$ cat src/rtl/lfsr_pkg.sv
// Shared constants for the lfsr_gen family: default feedback masks and seeds per width,
// plus the width of the optional period counter.
package lfsr_pkg;

  localparam logic [7:0]  LFSR_TAPS_8  = 8'h1D;
  localparam logic [15:0] LFSR_TAPS_16 = 16'h002D;
  localparam logic [31:0] LFSR_TAPS_32 = 32'h0000_00C5;

  localparam logic [7:0]  LFSR_SEED_8  = 8'h01;
  localparam logic [15:0] LFSR_SEED_16 = 16'h0001;
  localparam logic [31:0] LFSR_SEED_32 = 32'h0000_0001;

  localparam int unsigned PERIOD_W = 32;

endpackage

$ cat src/rtl/lfsr_step.sv
// Combinational Fibonacci LFSR advance: applies STEPS right-shifts, each feeding
// the XOR of the tapped bits back into the MSB.
module lfsr_step #(
  parameter int unsigned      WIDTH = 8,
  parameter logic [WIDTH-1:0] TAPS  = 8'h1D,
  parameter int unsigned      STEPS = 1
) (
  input  logic [WIDTH-1:0] q,
  output logic [WIDTH-1:0] q_next
);

  logic [WIDTH-1:0] s;

  always_comb begin
    s = q;
    for (int i = 0; i < int'(STEPS); i++) begin
      s = {^(s & TAPS), s[WIDTH-1:1]};
    end
    q_next = s;
  end

endmodule

$ cat src/rtl/lfsr_gen.sv
// Parametrised Fibonacci LFSR with seed load and all-zero lockup recovery.
// Define LFSR_PERIOD_CNT_EN to add the step counter (period) and return-to-start pulse (wrap).
module lfsr_gen
  import lfsr_pkg::*;
#(
  parameter int unsigned      WIDTH = 8,
  parameter logic [WIDTH-1:0] TAPS  = LFSR_TAPS_8,
  parameter logic [WIDTH-1:0] SEED  = LFSR_SEED_8,
  parameter int unsigned      STEPS = 1
) (
  input  logic                clk,
  input  logic                reset,
  input  logic [WIDTH-1:0]    init,
  input  logic                load,
  input  logic                en,
  output logic [WIDTH-1:0]    data,
  output logic                lockup,
  output logic [PERIOD_W-1:0] period,
  output logic                wrap
);

  logic [WIDTH-1:0] data_q, data_d;
  logic [WIDTH-1:0] step_next;
  logic             lockup_q, lockup_d;

  lfsr_step #(
    .WIDTH(WIDTH),
    .TAPS (TAPS),
    .STEPS(STEPS)
  ) u_step (
    .q     (data_q),
    .q_next(step_next)
  );

  // A zero state never leaves zero, so both a zero load and a zero state are replaced by SEED.
  always_comb begin
    data_d   = data_q;
    lockup_d = 1'b0;
    if (load) begin
      if (init == '0) begin
        data_d   = SEED;
        lockup_d = 1'b1;
      end else begin
        data_d = init;
      end
    end else if (en) begin
      if (data_q == '0) begin
        data_d   = SEED;
        lockup_d = 1'b1;
      end else begin
        data_d = step_next;
      end
    end
  end

  always_ff @(posedge clk or posedge reset) begin
    if (reset) begin
      data_q   <= SEED;
      lockup_q <= 1'b0;
    end else begin
      data_q   <= data_d;
      lockup_q <= lockup_d;
    end
  end

  assign data   = data_q;
  assign lockup = lockup_q;

`ifdef LFSR_PERIOD_CNT_EN
  logic [WIDTH-1:0]    start_q, start_d;
  logic [PERIOD_W-1:0] period_q, period_d;
  logic                wrap_q, wrap_d;

  // The start register tracks whatever value data actually took on load, including SEED substitution.
  always_comb begin
    start_d  = start_q;
    period_d = period_q;
    wrap_d   = 1'b0;
    if (load) begin
      start_d  = (init == '0) ? SEED : init;
      period_d = '0;
    end else if (en) begin
      if (period_q != '1) begin
        period_d = period_q + 1'b1;
      end
      wrap_d = (data_d == start_q);
    end
  end

  always_ff @(posedge clk or posedge reset) begin
    if (reset) begin
      start_q  <= SEED;
      period_q <= '0;
      wrap_q   <= 1'b0;
    end else begin
      start_q  <= start_d;
      period_q <= period_d;
      wrap_q   <= wrap_d;
    end
  end

  assign period = period_q;
  assign wrap   = wrap_q;
`else
  assign period = '0;
  assign wrap   = 1'b0;
`endif

endmodule

$ cat config.mk
export PLATFORM = sky130hd
export DESIGN_NAME = lfsr_gen
export DESIGN_NICKNAME = d
export VERILOG_FILES = /design/src/rtl/lfsr_pkg.sv /design/src/rtl/lfsr_step.sv /design/src/rtl/lfsr_gen.sv
export SDC_FILE = /design/constraint.sdc
export NUM_CORES = 1
export LEC_CHECK = 0
export BUFFER_PORTS_ARGS = -buffer_cell sky130_fd_sc_hd__buf_2
export CORE_AREA = 2 2 45 51
export CTS_CLUSTER_SIZE = 40
export DETAILED_ROUTE_END_ITERATION = 8
export DIE_AREA = 0 0 47 53
export GPL_TIMING_DRIVEN = 0
export PLACE_DENSITY = 0.76
export SYNTH_ARGS = -nofsm -noshare
export SYNTH_HDL_FRONTEND = slang
export SYNTH_SLANG_ARGS = --single-unit
$ cat constraint.sdc
create_clock -name clk -period 1.63 [get_ports clk]
set_clock_uncertainty 0.05 [all_clocks]
set_input_delay 0.326 -clock clk [delete_from_list [all_inputs] [get_ports clk]]
set_output_delay 0.326 -clock clk [all_outputs]
set_load 0.02 [all_outputs]
==> impl_metrics.py, run 1 <==
metrics = {
    "synth": {
        "synth_area_leaders": "buf_4, dfrtp_1, mux2i_1",
        "yosysUniqueCellTypes": 24,
        "synth_top_area_cell": "buf_4",
        "synth_warnings": 0,
        "yosysSeqAreaShare": 0.299,
        "synth_top_area_frac": 0.327,
        "ys_seq_elements": 9,
        "postSynthAreaPerCell_um2": 9.23,
        "synth_area_um2": 757,
        "netlist_instances": 82,
    },
    "clock_tree": {
        "cts.sinks": 9,
        "clockBufferDepth": 2,
        "clk_latency_ns": 0.26,
        "path_clk_slew_ns": 0.06,
        "h-tree-depth": 1,
        "cts_tree": "done",
        "post_cts_buffers": 0,
        "root_buffer": "clkbuf_4",
        "cts_buffers": 3,
    },
    "critical_path": {
        "critPathBufInv": 1,
        "crit_chain": "inv_1 > ha_1 > xnor2_1 > xnor2_1 > a221o_1",
        "critPathArrivalTime_ns": 1.61,
        "critPathMaxFanout": 3,
        "crit_required_ns": 1.73,
        "worstSetupPathType": "reg2reg",
        "cp-start-kind": "register",
        "crit_family": "flip-flops",
        "cp_common_cell": "xnor2_1",
        "critPathSlowestCell": "dfrtp_1",
        "crit_path_end_kind": "register",
        "worst_path_largest_cell_delay_ns": 0.38,
    },
    "finish": {
        "antenna_cells": 0,
        "drive_gt1_frac": 0.442,
        "final_area_mm2": 0.00104,
        "final_cell_mix": "buf_4, conb_1, buf_2, dfrtp_1",
        "area_growth_pct": 37.9,
        "nNetsFinal": 152,
    },
    "routing": {
        "firstDrtPassIters": 2,
        "drt_iter0_drc": 4,
        "ant_nets": 0,
        "route.vias.total": 627,
        "wl_um": 1510,
        "drt-vias-per-instance": 3.78,
        "wire_per_inst_um": 9.10,
        "drc": 0,
    },
    "global_routing": {
        "grt_use_met1": 0.121,
        "track_usage": 0.118,
        "gr-usage-met2": 0.212,
        "grt_busiest_layer": "met2",
        "gr-usage-met3": 0.0512,
        "grt_pass1_vias": 514,
        "grt_pass1_wl_um": 2040,
        "grt_max_degree": 11,
        "antenna_found_initial": 0,
        "grt-ovfl-total": 0,
    },
    "pwr": {
        "cellPowerDensity_mw_per_mm2": 719,
        "ir_drop_uv": 484,
        "p_leak_nw": 0.601,
    },
    "sta": {
        "slew_violations": 0,
        "setup_viol": 0,
        "timing.setup.tns_ns": 0,
        "grt_setup_unrepaired": "no",
        "fin_crit_sh": 0.927,
        "hold_viol": 0,
        "timing.fmax_mhz": 662,
        "finalCriticalPeriod_ns": 1.51,
    },
    "floorplan": {
        "die_w_um": 47,
        "initial_core_util": 0.387,
        "num_rows": 17,
        "ios": 54,
        "fp.dieH_um": 53,
        "core-area_mm2": 0.00196,
        "dieArea_mm2": 0.00249,
    },
    "run_status": {
        "status": "finished clean",
    },
    "place": {
        "gp_congestion": 0.812,
        "hpwl_um": 1270,
        "numPortBuffers": 19,
        "placed_cell_area_mm2": 0.00101,
    },
    "job": {
        "drv_cap": 0,
    },
    "min_path": {
        "hold_class": "in2reg",
    },
}
==> area by class of cell <==
type	instances	area [um2]
buffer	35	258
clock buffer	4	26.3
fill	211	913
inverter	3	11.3
multi-input combinational	67	382
sequential	9	226
tap	28	35.0
timing repair buffer	20	105
==> registers in the layout, summed over array words and instances, names as in the netlist <==
name	count
data	8
lockup	1
==> where the power goes <==
part	switching [mW]	leakage, nW	total, mW	internal, mW
Clock	0.0759	0.0150	0.170	0.0942
Combinational	0.169	0.478	0.298	0.130
Sequential	0.0324	0.109	0.282	0.249
==> tightest hold or removal path, stage by stage <==
cell,delay [ns]
buf_2,0.09
nand2_1,0.04
o21ai_0,0.06
==> per-stage QoR <==
| step | std cells | worst slack, ns | hold slack (ns) | utilization | power, mW |
|---|---|---|---|---|---|
| final | 166 | 0.119 | 0.250 | 0.533 | 0.750 |
| after global routing | 166 | 0.0796 | 0.266 | 0.533 | 0.791 |
| after CTS | 166 | 0.115 | 0.247 | 0.533 | 0.753 |
| after detailed placement | 161 | 0.132 | 0.249 | 0.515 | 0.578 |
| after global placement | 161 | 0.163 | 0.245 | 0.515 | 0.571 |
| after floorplan | 114 | 0.0643 | 0.103 | - | 0.518 |
==> kinds of logic after synthesis <==
kind of cell	after synthesis	share of synthesized area
buffers and inverters	38	0.355
AO/OA/AOI/OAI	10	0.0975
multiplexers	5	0.0678
AND/OR/NAND/NOR	16	0.136
adder cells (fa/ha/maj)	1	0.0165
other	1	0.00495
flip-flops	9	0.299
XOR/XNOR	2	0.0231
==> cell usage after synthesis, drive strengths merged <==
master  count
dfrtp       8
dfstp       1
nor2b       2
nand2       4
mux2i       4
nor4b       1
a211oi      1
a221o       3
nor4        1
nand2b      1
o21ai       4
mux2        1
o211ai      1
nor3b       2
ha          1
nor3        3
inv         3
a21oi       1
nand3       1
conb        1
nor2        1
buf        35
xnor2       2
==> layer usage <==
layer	up-vias	part of all wire
met5	-	0
met4	0	0.0033
met3	2	0.083
met2	29	0.55
met1	273	0.37
li1	323	-
==> timing repair <==
| action | CTS | global route |
|---|---|---|
| endpoints found under the hold margin | 8 | 0 |
| gates resized for setup | 0 | 0 |
| hold buffers | 1 | 0 |
==> final timing paths <==
path                         start      end  slack (ns)  cells past startpoint
setup / recovery           data[2]  data[7]        0.12                      5
hold / removal             init[3]  data[3]        0.25                      3
setup reg to reg           data[2]  data[7]        0.12                      5
hold reg to reg            data[3]  data[2]        0.50                      1
max in group asynchronous    reset  data[0]        0.71                      3
min in group asynchronous    reset  data[2]        0.52                      3
Note: power is estimated with default switching activity, not from simulation.
==> run 2: changes to the inputs <==
ABC_AREA = 1   (was default)
CORE_AREA = 2 2 46 52   (was 2 2 45 51)
DIE_AREA = 0 0 48 54   (was 0 0 47 53)
PLACE_DENSITY = 0.75   (was 0.76)
==> impl_metrics.py, run 2 <==
metrics = {
    "clock_tree": {
        "cts_resized": 0,
        "hold_buffers": 1,
        "root_buffer": "clkbuf_4",
        "path_clk_slew_ns": 0.06,
        "clockBufferDepth": 2,
        "cts_buffers": 3,
        "post_cts_buffers": 0,
        "clk_latency_ns": 0.26,
        "cts.sinks": 9,
        "h-tree-depth": 1,
        "cts_tree": "done",
    },
    "synth": {
        "synth-edff-count": 0,
        "synthSimpleGateAreaFrac": 0.235,
        "yosysUniqueCellTypes": 17,
        "ys_seq_elements": 9,
        "synth_top_family_by_area": "buffers and inverters",
        "synth-compound-area-share": 0.0667,
        "synth_common_cells": "buf_4, nand2_1, inv_1",
        "postSynthAreaPerCell_um2": 7.30,
        "synth_xor_area_frac": 0,
        "synth_warnings": 0,
        "yosysMostFrequentCell": "buf_4",
        "synthMuxAreaShare": 0,
        "synth_adder_area_share": 0.0159,
        "synth_area_um2": 788,
        "synth_top_flop_cell": "dfrtp_1",
        "synth_area_leaders": "buf_4, dfrtp_1, nand2_1",
        "synth_top_area_frac": 0.314,
        "yosysSeqAreaShare": 0.287,
        "synthArstFlopShare": 1.00,
        "netlist_instances": 108,
        "synth_top_area_cell": "buf_4",
    },
    "floorplan": {
        "num_rows": 18,
        "ios": 54,
        "dieArea_mm2": 0.00259,
        "initial_core_util": 0.368,
        "core-area_mm2": 0.00214,
        "die_w_um": 48,
        "fp.dieH_um": 54,
    },
    "sta": {
        "finalCriticalPeriod_ns": 1.39,
        "slew_violations": 0,
        "setup_viol": 0,
        "hold_viol": 0,
        "fin_crit_sh": 0.852,
        "timing.setup.tns_ns": 0,
        "hold_ws_ns": 0.260,
        "timing.fmax_mhz": 720,
        "grt_setup_unrepaired": "no",
    },
    "routing": {
        "drc": 0,
        "firstDrtPassIters": 4,
        "wire_per_inst_um": 7.73,
        "drt_iter0_drc": 24,
        "wl_um": 1500,
        "ant_nets": 0,
        "drt-vias-per-instance": 3.78,
        "route.vias.total": 733,
    },
    "pwr": {
        "p_leak_nw": 0.672,
        "ir_drop_uv": 499,
        "cellPowerDensity_mw_per_mm2": 686,
    },
    "critical_path": {
        "crit_family": "flip-flops",
        "crit_path_end_kind": "output pin",
        "worst_path_largest_cell_delay_ns": 0.57,
        "critPathMaxFanout": 6,
        "crit_chain": "buf_2",
        "critPathSlowestCell": "dfstp_2",
        "worstSetupPathType": "reg2out",
        "critPathArrivalTime_ns": 1.01,
        "crit_required_ns": 1.25,
        "critPathBufInv": 1,
        "cp-start-kind": "register",
    },
    "global_routing": {
        "grt_pass1_wl_um": 2230,
        "grt_pass1_vias": 562,
        "track_usage": 0.123,
        "grt-ovfl-total": 0,
        "antenna_found_initial": 0,
        "grt_max_degree": 11,
    },
    "finish": {
        "drive_gt1_frac": 0.378,
        "area_growth_pct": 36.7,
        "final_area_mm2": 0.00108,
        "nNetsFinal": 178,
        "final_cell_mix": "buf_4, conb_1, nand2_1, buf_2, inv_1",
        "antenna_cells": 0,
        "largest_reg_flops": 8,
    },
    "min_path": {
        "hold_class": "in2reg",
    },
    "place": {
        "gp_congestion": 0.758,
        "numPortBuffers": 19,
        "placed_cell_area_mm2": 0.00104,
        "hpwl_um": 1300,
    },
    "run_status": {
        "status": "finished clean",
    },
    "job": {
        "drv_cap": 0,
    },
}
-- run 2: cell types whose count changed in the layout (fill, tap and decap cells not counted), sizes merged, moves of 2 or more --
| cell | change |
|---|---|
| nand3 | +6 |
| a22oi | +3 |
| a221o | -3 |
| nand2 | +22 |
| mux2i | -4 |
| o21ai | -4 |
| inv | +10 |
| o211ai | +3 |
| nor2b | -2 |
| xnor2 | -2 |
| nor2 | +6 |
| nor3b | -2 |
-- run 2: path summary, 6_finish.rpt --
check / from / endpoint / slack [ns] / cells after the start
min: init[5] / data[5] / 0.26 / 3
max: data[0] / data[0] / 0.24 / 1
max reg2reg: data[2] / data[7] / 0.34 / 8
min reg2reg: data[7] / data[7] / 0.49 / 2
min in group asynchronous: reset / data[7] / 0.52 / 3
max in group asynchronous: reset / data[0] / 0.71 / 3
-- run 2: worst min-delay path, delay by kind of cell --
| family | cells | cell delay (ns) |
|---|---|---|
| AOI/OAI and AO/OA | 1 | 0.07 |
| buffers and inverters | 1 | 0.09 |
| and+or+nand+nor | 1 | 0.05 |
-- run 2: cell type report --
| type | count | area (um2) |
|---|---|---|
| fill | 206 | 1060 |
| multi-input combinational | 84 | 374 |
| buffer | 34 | 259 |
| sequential | 9 | 226 |
| timing repair buffer | 20 | 105 |
| inverter | 13 | 48.8 |
| tap | 30 | 37.5 |
| clock buffer | 4 | 26.3 |
-- run 2: cell families (layout without fill, tap and decap cells) --
| group | after synthesis | count (layout) |
|---|---|---|
| buf+inv | 47 | 71 |
| simple gates | 43 | 43 |
| flops | 9 | 9 |
| compound gates | 7 | 7 |
| fa+ha+maj | 1 | 1 |
| other cells | 1 | 33 |
-- run 2: power breakdown --
part	leakage, nW	internal, mW	switching [mW]
Clock	0.0150	0.0943	0.0771
Combinational	0.547	0.117	0.180
Sequential	0.110	0.248	0.0230
Total	0.672	0.459	0.280
-- run 2: through the flow --
stage               total power [mW]  setup slack, ns   util  std cells
floorplan                      0.508            0.307      -        140
global placement               0.561            0.377  0.487        189
detailed placement             0.567            0.333  0.487        189
CTS                            0.741            0.230  0.504        194
global route                   0.788            0.202  0.504        194
finish                         0.739            0.241  0.504        194
-- run 2: routing by layer --
metal	global-route usage	routed length (um)
met5	0	0
met2	0.227	730
met3	0.0101	147
met4	0.0676	31
met1	0.130	588
